$ cat src/rtl/midi_pkg.sv
// rtl/midi_pkg.sv - shared types, constants and field packers for the MIDI event encoder
//
// Contents:
//   parser_state_t   : parser state encoding (IDLE, WAIT_D1, WAIT_D2, SYSEX)
//   status nibbles   : NOTE_OFF .. PITCH channel-message opcodes
//   SYSEX_START/END  : system-exclusive framing bytes
//   EV_VOICE/EV_ALL  : event type tag stored in the FIFO entry MSB
//   field offsets    : bit positions inside note_values / controller_values
//   pack_note/ctrl   : build 16-bit payloads from the field offsets
//   two_data_bytes   : message length lookup by status byte
package midi_pkg;

   typedef enum logic [1:0] {
      ST_IDLE    = 2'd0,
      ST_WAIT_D1 = 2'd1,
      ST_WAIT_D2 = 2'd2,
      ST_SYSEX   = 2'd3
   } parser_state_t;

   localparam logic [3:0] NOTE_OFF = 4'h8;
   localparam logic [3:0] NOTE_ON  = 4'h9;
   localparam logic [3:0] POLY_AT  = 4'hA;
   localparam logic [3:0] CC       = 4'hB;
   localparam logic [3:0] PROG     = 4'hC;
   localparam logic [3:0] CH_AT    = 4'hD;
   localparam logic [3:0] PITCH    = 4'hE;

   localparam logic [7:0] SYSEX_START = 8'hF0;
   localparam logic [7:0] SYSEX_END   = 8'hF7;
   localparam logic [7:0] SONG_POS    = 8'hF2;
   localparam logic [7:0] REALTIME_LO = 8'hF8;

   localparam logic EV_VOICE = 1'b0;
   localparam logic EV_ALL   = 1'b1;

   localparam int PAYLOAD_W    = 16;
   localparam int EVENT_W      = PAYLOAD_W + 1;
   localparam int KEY_ON_BIT   = 15;
   localparam int NOTE_IDX_LSB = 8;
   localparam int NOTE_IDX_W   = 6;
   localparam int VEL_LSB      = 0;
   localparam int CTRL_NUM_LSB = 8;
   localparam int CTRL_VAL_LSB = 0;
   localparam int DATA_W       = 7;

   function automatic logic [PAYLOAD_W-1:0] pack_note(
      input logic                  key_on,
      input logic [NOTE_IDX_W-1:0] idx,
      input logic [DATA_W-1:0]     vel
   );
      logic [PAYLOAD_W-1:0] v;
      v                            = '0;
      v[KEY_ON_BIT]                = key_on;
      v[NOTE_IDX_LSB +: NOTE_IDX_W] = idx;
      v[VEL_LSB +: DATA_W]         = vel;
      return v;
   endfunction

   function automatic logic [PAYLOAD_W-1:0] pack_ctrl(
      input logic [DATA_W-1:0] num,
      input logic [DATA_W-1:0] val
   );
      logic [PAYLOAD_W-1:0] v;
      v                         = '0;
      v[CTRL_NUM_LSB +: DATA_W] = num;
      v[CTRL_VAL_LSB +: DATA_W] = val;
      return v;
   endfunction

   // Song position is the only system-common message carrying two data bytes.
   function automatic logic two_data_bytes(input logic [7:0] status);
      logic r;
      r = 1'b0;
      if (status == SONG_POS) begin
         r = 1'b1;
      end else begin
         case (status[7:4])
            NOTE_OFF, NOTE_ON, POLY_AT, CC, PITCH: r = 1'b1;
            PROG, CH_AT:                           r = 1'b0;
            default:                               r = 1'b0;
         endcase
      end
      return r;
   endfunction

endpackage

$ cat src/rtl/midi_event_fifo.sv
// rtl/midi_event_fifo.sv - parameterised synchronous FIFO with full/empty flags
//
// Ports:
//   clk, reset      : clock, asynchronous active-low reset (0 = reset)
//   wr_en, wr_data  : push request and entry; ignored when full unless a pop
//                     happens on the same edge
//   rd_en           : pop request; ignored when empty
//   rd_data         : head entry (valid whenever empty = 0)
//   full, empty     : occupancy flags
module midi_event_fifo #(
   parameter int WIDTH = 17,
   parameter int DEPTH = 4
) (
   input  logic             clk,
   input  logic             reset,
   input  logic             wr_en,
   input  logic [WIDTH-1:0] wr_data,
   input  logic             rd_en,
   output logic [WIDTH-1:0] rd_data,
   output logic             full,
   output logic             empty
);

   localparam int AW = $clog2(DEPTH);

   logic [WIDTH-1:0] mem [DEPTH];
   // One extra pointer bit separates the full and empty cases when the
   // index bits match.
   logic [AW:0]      wr_ptr;
   logic [AW:0]      rd_ptr;
   logic             wr_accept;
   logic             rd_accept;

   assign empty     = (wr_ptr == rd_ptr);
   assign full      = (wr_ptr[AW] != rd_ptr[AW]) && (wr_ptr[AW-1:0] == rd_ptr[AW-1:0]);
   assign rd_accept = rd_en && !empty;
   // A simultaneous pop frees the slot, so a push while full is still taken.
   assign wr_accept = wr_en && (!full || rd_accept);
   assign rd_data   = mem[rd_ptr[AW-1:0]];

   always_ff @(posedge clk or negedge reset) begin
      if (!reset) begin
         wr_ptr <= '0;
         rd_ptr <= '0;
      end else begin
         if (wr_accept) begin
            wr_ptr <= wr_ptr + 1'b1;
         end
         if (rd_accept) begin
            rd_ptr <= rd_ptr + 1'b1;
         end
      end
   end

   always_ff @(posedge clk) begin
      if (wr_accept) begin
         mem[wr_ptr[AW-1:0]] <= wr_data;
      end
   end

endmodule

$ cat src/rtl/midi_event_encoder.sv
// rtl/midi_event_encoder.sv - MIDI byte stream to voice-control strobes and payloads
//
// Ports:
//   clk, reset         : clock, asynchronous active-low reset (0 = reset)
//   byte_valid/byte_in : one-cycle strobe with a received MIDI byte
//   generate_next      : sample-generation strobe; no event is issued while high
//   update_voice       : one-cycle strobe, note_values valid
//   update_all_voices  : one-cycle strobe, controller_values valid
//   note_values        : {key_on, 0, note index[5:0], 0, velocity[6:0]}
//   controller_values  : {0, controller[6:0], 0, value[6:0]}
//   overflow           : sticky, an event was dropped on a full FIFO
//   fifo_empty         : no pending events
//
// Build option:
//   MIDI_OMNI_EN       : when defined, every channel produces events and
//                        CHANNEL is ignored.
module midi_event_encoder #(
   parameter int CHANNEL    = 0,
   parameter int NOTE_BASE  = 36,
   parameter int FIFO_DEPTH = 4
) (
   input  logic        clk,
   input  logic        reset,
   input  logic        byte_valid,
   input  logic [7:0]  byte_in,
   input  logic        generate_next,
   output logic        update_voice,
   output logic        update_all_voices,
   output logic [15:0] note_values,
   output logic [15:0] controller_values,
   output logic        overflow,
   output logic        fifo_empty
);

   import midi_pkg::*;

   localparam logic [7:0] BASE = 8'(NOTE_BASE);

   parser_state_t        state_q, state_d;
   logic [7:0]           status_q, status_d;
   logic [DATA_W-1:0]    d1_q, d1_d;

   logic                 is_realtime;
   logic                 sys_common;
   logic                 ch_ok;
   logic [7:0]           note_ext;
   logic [7:0]           note_rel;
   logic                 in_window;
   logic [DATA_W-1:0]    d2;

   logic                 push;
   logic [EVENT_W-1:0]   push_data;
   logic                 pop;
   logic [EVENT_W-1:0]   head;
   logic                 fifo_full;
   logic                 fifo_empty_w;

   assign is_realtime = (byte_in >= REALTIME_LO);
   // F1/F2/F3 reuse the data-byte states to swallow their payload, then
   // fall back to IDLE instead of staying under running status.
   assign sys_common  = (status_q[7:4] == 4'hF);
   assign d2          = byte_in[DATA_W-1:0];
   assign note_ext    = {1'b0, d1_q};
   assign note_rel    = note_ext - BASE;
   assign in_window   = (note_ext >= BASE) && (note_rel[7:6] == 2'b00);

`ifdef MIDI_OMNI_EN
   assign ch_ok = 1'b1;
`else
   assign ch_ok = (status_q[3:0] == CHANNEL[3:0]);
`endif

   always_ff @(posedge clk or negedge reset) begin
      if (!reset) begin
         state_q  <= ST_IDLE;
         status_q <= '0;
         d1_q     <= '0;
      end else begin
         state_q  <= state_d;
         status_q <= status_d;
         d1_q     <= d1_d;
      end
   end

   always_comb begin
      state_d   = state_q;
      status_d  = status_q;
      d1_d      = d1_q;
      push      = 1'b0;
      push_data = '0;

      if (byte_valid && !is_realtime) begin
         if (state_q == ST_SYSEX) begin
            if (byte_in == SYSEX_END) begin
               state_d = ST_IDLE;
            end
         end else if (byte_in[7]) begin
            if (byte_in < SYSEX_START) begin
               // New channel status aborts any partial message.
               status_d = byte_in;
               state_d  = ST_WAIT_D1;
            end else begin
               status_d = '0;
               case (byte_in)
                  SYSEX_START: state_d = ST_SYSEX;
                  8'hF1, 8'hF2, 8'hF3: begin
                     status_d = byte_in;
                     state_d  = ST_WAIT_D1;
                  end
                  default:     state_d = ST_IDLE;
               endcase
            end
         end else begin
            case (state_q)
               ST_WAIT_D1: begin
                  if (two_data_bytes(status_q)) begin
                     d1_d    = byte_in[DATA_W-1:0];
                     state_d = ST_WAIT_D2;
                  end else if (sys_common) begin
                     status_d = '0;
                     state_d  = ST_IDLE;
                  end
               end
               ST_WAIT_D2: begin
                  if (sys_common) begin
                     status_d = '0;
                     state_d  = ST_IDLE;
                  end else begin
                     state_d = ST_WAIT_D1;
                     if (ch_ok) begin
                        case (status_q[7:4])
                           NOTE_ON, NOTE_OFF: begin
                              if (in_window) begin
                                 push      = 1'b1;
                                 push_data = {EV_VOICE,
                                              pack_note((status_q[7:4] == NOTE_ON) && (d2 != '0),
                                                        note_rel[NOTE_IDX_W-1:0], d2)};
                              end
                           end
                           CC: begin
                              push      = 1'b1;
                              push_data = {EV_ALL, pack_ctrl(d1_q, d2)};
                           end
                           default: ;
                        endcase
                     end
                  end
               end
               default: ;
            endcase
         end
      end
   end

   assign pop = !fifo_empty_w && !generate_next;

   midi_event_fifo #(
      .WIDTH (EVENT_W),
      .DEPTH (FIFO_DEPTH)
   ) u_fifo (
      .clk     (clk),
      .reset   (reset),
      .wr_en   (push),
      .wr_data (push_data),
      .rd_en   (pop),
      .rd_data (head),
      .full    (fifo_full),
      .empty   (fifo_empty_w)
   );

   assign fifo_empty = fifo_empty_w;

   always_ff @(posedge clk or negedge reset) begin
      if (!reset) begin
         update_voice      <= 1'b0;
         update_all_voices <= 1'b0;
         note_values       <= '0;
         controller_values <= '0;
         overflow          <= 1'b0;
      end else begin
         update_voice      <= 1'b0;
         update_all_voices <= 1'b0;
         if (pop) begin
            if (head[EVENT_W-1] == EV_ALL) begin
               update_all_voices <= 1'b1;
               controller_values <= head[PAYLOAD_W-1:0];
            end else begin
               update_voice <= 1'b1;
               note_values  <= head[PAYLOAD_W-1:0];
            end
         end
         if (push && fifo_full && !pop) begin
            overflow <= 1'b1;
         end
      end
   end

endmodule

$ cat config.mk
export PLATFORM = sky130hd
export DESIGN_NAME = midi_event_encoder
export DESIGN_NICKNAME = d
export VERILOG_FILES = /design/src/rtl/midi_pkg.sv /design/src/rtl/midi_event_fifo.sv /design/src/rtl/midi_event_encoder.sv
export SDC_FILE = /design/constraint.sdc
export NUM_CORES = 1
export LEC_CHECK = 0
export CORE_MARGIN = 3
export CORE_UTILIZATION = 25
export CTS_CLUSTER_DIAMETER = 60
export DETAILED_ROUTE_END_ITERATION = 6
export GPL_TIMING_DRIVEN = 0
export SLEW_MARGIN = 20
export SYNTH_ARGS = -nofsm -noshare
export SYNTH_HDL_FRONTEND = slang
export SYNTH_SLANG_ARGS = --single-unit
$ cat constraint.sdc
create_clock -name clk -period 2.5 [get_ports clk]
set_clock_uncertainty 0.2 [all_clocks]
set_input_delay 0.375 -clock clk [delete_from_list [all_inputs] [get_ports clk]]
set_output_delay 0.375 -clock clk [all_outputs]
set_load 0.01 [all_outputs]
==> flow_summary_export.csv <==
group,metric,value,unit
status,status,"finished, final reports clean",
layout,num_antenna_cells,0,
clocking,cts-root-buf,"clkbuf_16",
sta,tightest_slew,648.1,ps
synth,synthTopCellsByArea,"edfxtp_1 37%, dfrtp_1 27%, mux4_2 7.0%",
clocking,clk_pin_slew,50,ps
layout,fill_cells,1934,
sta,drv_slew,0,
drt,routed_via_density,4.439,
synth,synthCells,319,
synth,synth_flop_cell,"edfxtp_1",
layout,multi_input_area,1814,um^2
setup_path,cp.required,2420,ps
layout,regArea,3323,um^2
sta,finalHoldViolations,0,
drt,wl_per_cell,15.91,um
clocking,cts_sinks,120,
synth,ys_seq_area_share,64.31,%
synth,synth-xor-area-share,1.501,%
setup_path,cp-endpoint,"u_fifo.mem[3][12]",
global_route,antenna_found_initial,0,
clocking,cts_buffers,17,
synth,yosys.area_share.simple,8.039,%
clocking,h-tree-depth,4,
clocking,clkLatencyLatePin,410,ps
sta,setup_tns,0,ps
drt,drt_wl_total,10840,um
setup_path,cp-start-kind,"flop",
sta,period_minus_slack,2448,ps
global_route,grt_max_degree,57,
setup_path,cp-startpoint,"d1_q[2]",
sta,rsz0062_at_grt,"yes",
die,fp.dieW,149.8,um
power_and_ir_drop,power.total,6.298,mW
setup_path,r2r-start,"d1_q[2]",
die,initial_core_util,25.96,%
synth,synthAdderAreaFrac,2.179,%
die,ios,48,
layout,drive_gt1_share,30.29,%
run,max_cap_viol_count,0,
die,die_height,149.8,um
synth,synth_top_area_cell,"edfxtp_1",
power_and_ir_drop,peakVddDrop,0.4526,mV
min_path,hp-class,"input pin to async pin",
global_route,overflow,0,
setup_path,timing.rr.end,"u_fifo.mem[3][12]",
die,rows,51,
global_route,grt_usage,10.37,%
drt,routed-via-count,3023,
sta,post-route-period-util,97.94,%
sta,setup_violations,0,
place,place.gp.congestion,0.8544,
setup_path,cp-end-kind,"flop",
synth,synth_top_area_share,37.19,%
synth,muxShareOfSynthArea,16.17,%
synth,synth-seq-cells,120,
drt,drtPass1Iterations,4,
drt,antenna_left,0,
setup_path,crit_path_max_fanout,11,
setup_path,crit_arrival,2370,ps
setup_path,rrSetupSlack,50,ps
synth,avgSynthCellArea,16.20,um^2
synth,synth_compound_area_share,5.424,%
layout,syn_to_final_growth,31.69,%
synth,ys_types,55,
power_and_ir_drop,p_leak,2.747,nW
die,dieArea,22430,um^2
layout,fin_nets,424,
synth,synth_top_family_by_area,"multiplexers",
synth,yosys_warnings,0,
setup_path,crit_type,"flop to flop",
setup_path,reg2reg_depth,8,
drt,drc,0,
power_and_ir_drop,power_density,925.4,nW/um^2
synth,async_flop_share,46.67,%
synth,syn-cell-area,5167,um^2
drt,drt-initial-drc-count,145,
place,port_buffers,45,
place,dp.final_hpwl,7032,um
global_route,grt_pass1_wl,17470,um
die,core_area,19910,um^2
global_route,grt_pass1_vias,3100,
clocking,clockBufferDepth,2,
synth,synth-edff-count,64,
clocking,cts_tree,"built",
sta,relSlewSlack,56.79,%
sta,max_freq,0.4084,GHz
-- flip-flops by register name, summed over array words and instances, names as in the netlist --
register / cells
controller_values: 15
d1_q: 7
note_values: 15
overflow: 1
state_q: 2
status_q: 8
u_fifo.mem: 64
u_fifo.rd_ptr: 3
u_fifo.wr_ptr: 3
update_all_voices: 1
update_voice: 1
-- routing by layer --
metal  vias to the layer above  GRT usage (%)  share of wire, %
met5                         -              0                 0
li1                       1386              -                 -
met1                      1545          13.97                47
met4                         0          3.705               1.1
met2                        78          15.84                47
met3                        14          3.240               4.8
-- cells in the final DEF, fill, tap and decap left out, drive strengths merged, types with 3 or more instances in the layout --
master         Yosys  final
a21o               3      3
nor3               6      6
o21ai              7      7
xor2               5      5
xnor2              3      3
buf                9     25
and2              15     17
nand2             10     10
edfxtp            64     64
clkdlybuf4s50      0     43
clkbuf             2     23
mux2              39     39
nor2              11     11
a22o               7      7
dfrtp             56     56
ha                 9      9
nand2b             6      6
nand3              4      4
inv                9     15
clkinv             0      5
mux4              16     16
nor2b              4      4
a21oi              5      5
and3               3      3
-- worst max-delay path, cell delays in order, from the launching register on --
cell and delay [ps]:
dfrtp_1 370, inv_2 60, ha_4 170, o21bai_4 170, a221o_1 380, a2111oi_4 290, buf_4 200, and2_4 180
buf_12 140
-- report_power, final --
| group | internal [mW] | switching [mW] | leakage [nW] |
|---|---|---|---|
| Clock | 1.46 | 0.888 | 0.292 |
| Combinational | 0.764 | 0.735 | 1.06 |
| Sequential | 2.26 | 0.186 | 1.40 |
| Total | 4.49 | 1.81 | 2.75 |
-- layout make-up --
class / count / share of cell area (%)
plain buffers: 11 / 1.287
multi-input cells: 182 / 26.66
clock inverters: 12 / 1.655
flip-flops and latches: 120 / 48.83
clock buffers: 20 / 6.876
repair buffers: 62 / 9.322
inverters: 9 / 0.4964
well taps: 265 / 4.872
-- how the worst min path moves through the flow --
| stage | start | endpoint | slack, ps |
|---|---|---|---|
| global route | reset | status_q[1] | 300 |
| global placement | note_values[9] | note_values[9] | 270 |
| detailed placement | reset | status_q[2] | 190 |
| CTS | note_values[15] | note_values[15] | 290 |
| finish | reset | status_q[2] | 290 |
| floorplan | reset | controller_values[0] | -120 |
-- per-stage QoR --
step                      utilization (%)  std cells  hold WS, ps  instance area [um^2]  worst slack, ps
final                               34.18        681        288.7                  6805            51.62
after global routing                34.18        681        302.7                  6805           -11.33
after CTS                           33.84        676        292.8                  6736            6.932
after detailed placement            30.05        631        190.8                  5982           -686.7
after global placement              29.92        630        268.3                  5957           -959.3
after floorplan                         -        320       -120.6                  5175           -21.43
-- cell usage after synthesis (all sizes together) (3+ instances only) --
cell type and count:
edfxtp 64, dfrtp 56, mux2 39, mux4 16, and2 15, nor2 11, nand2 10, buf 9
ha 9, inv 9, a22o 7, o21ai 7, nand2b 6, nor3 6, a21oi 5, xor2 5
nand3 4, nor2b 4, a21o 3, and3 3, xnor2 3
-- cell families after synthesis --
family / Yosys count
AND/OR/NAND/NOR: 69
flip-flops: 120
XOR/XNOR: 8
AO/OA/AOI/OAI: 36
adder cells (fa/ha/maj): 9
multiplexers: 56
other: 1
buffers and inverters: 20
-- what timing repair did --
item / in CTS / in global routing
setup endpoints to repair: 102 / 110
pin swaps: 8 / 4
setup buffers: 10 / 5
hold buffers: 1 / 0
gates cloned: 2 / 0
gates resized for setup: 13 / 7
endpoints found under the hold margin: 56 / 0
(Power assumes the default switching activity.)
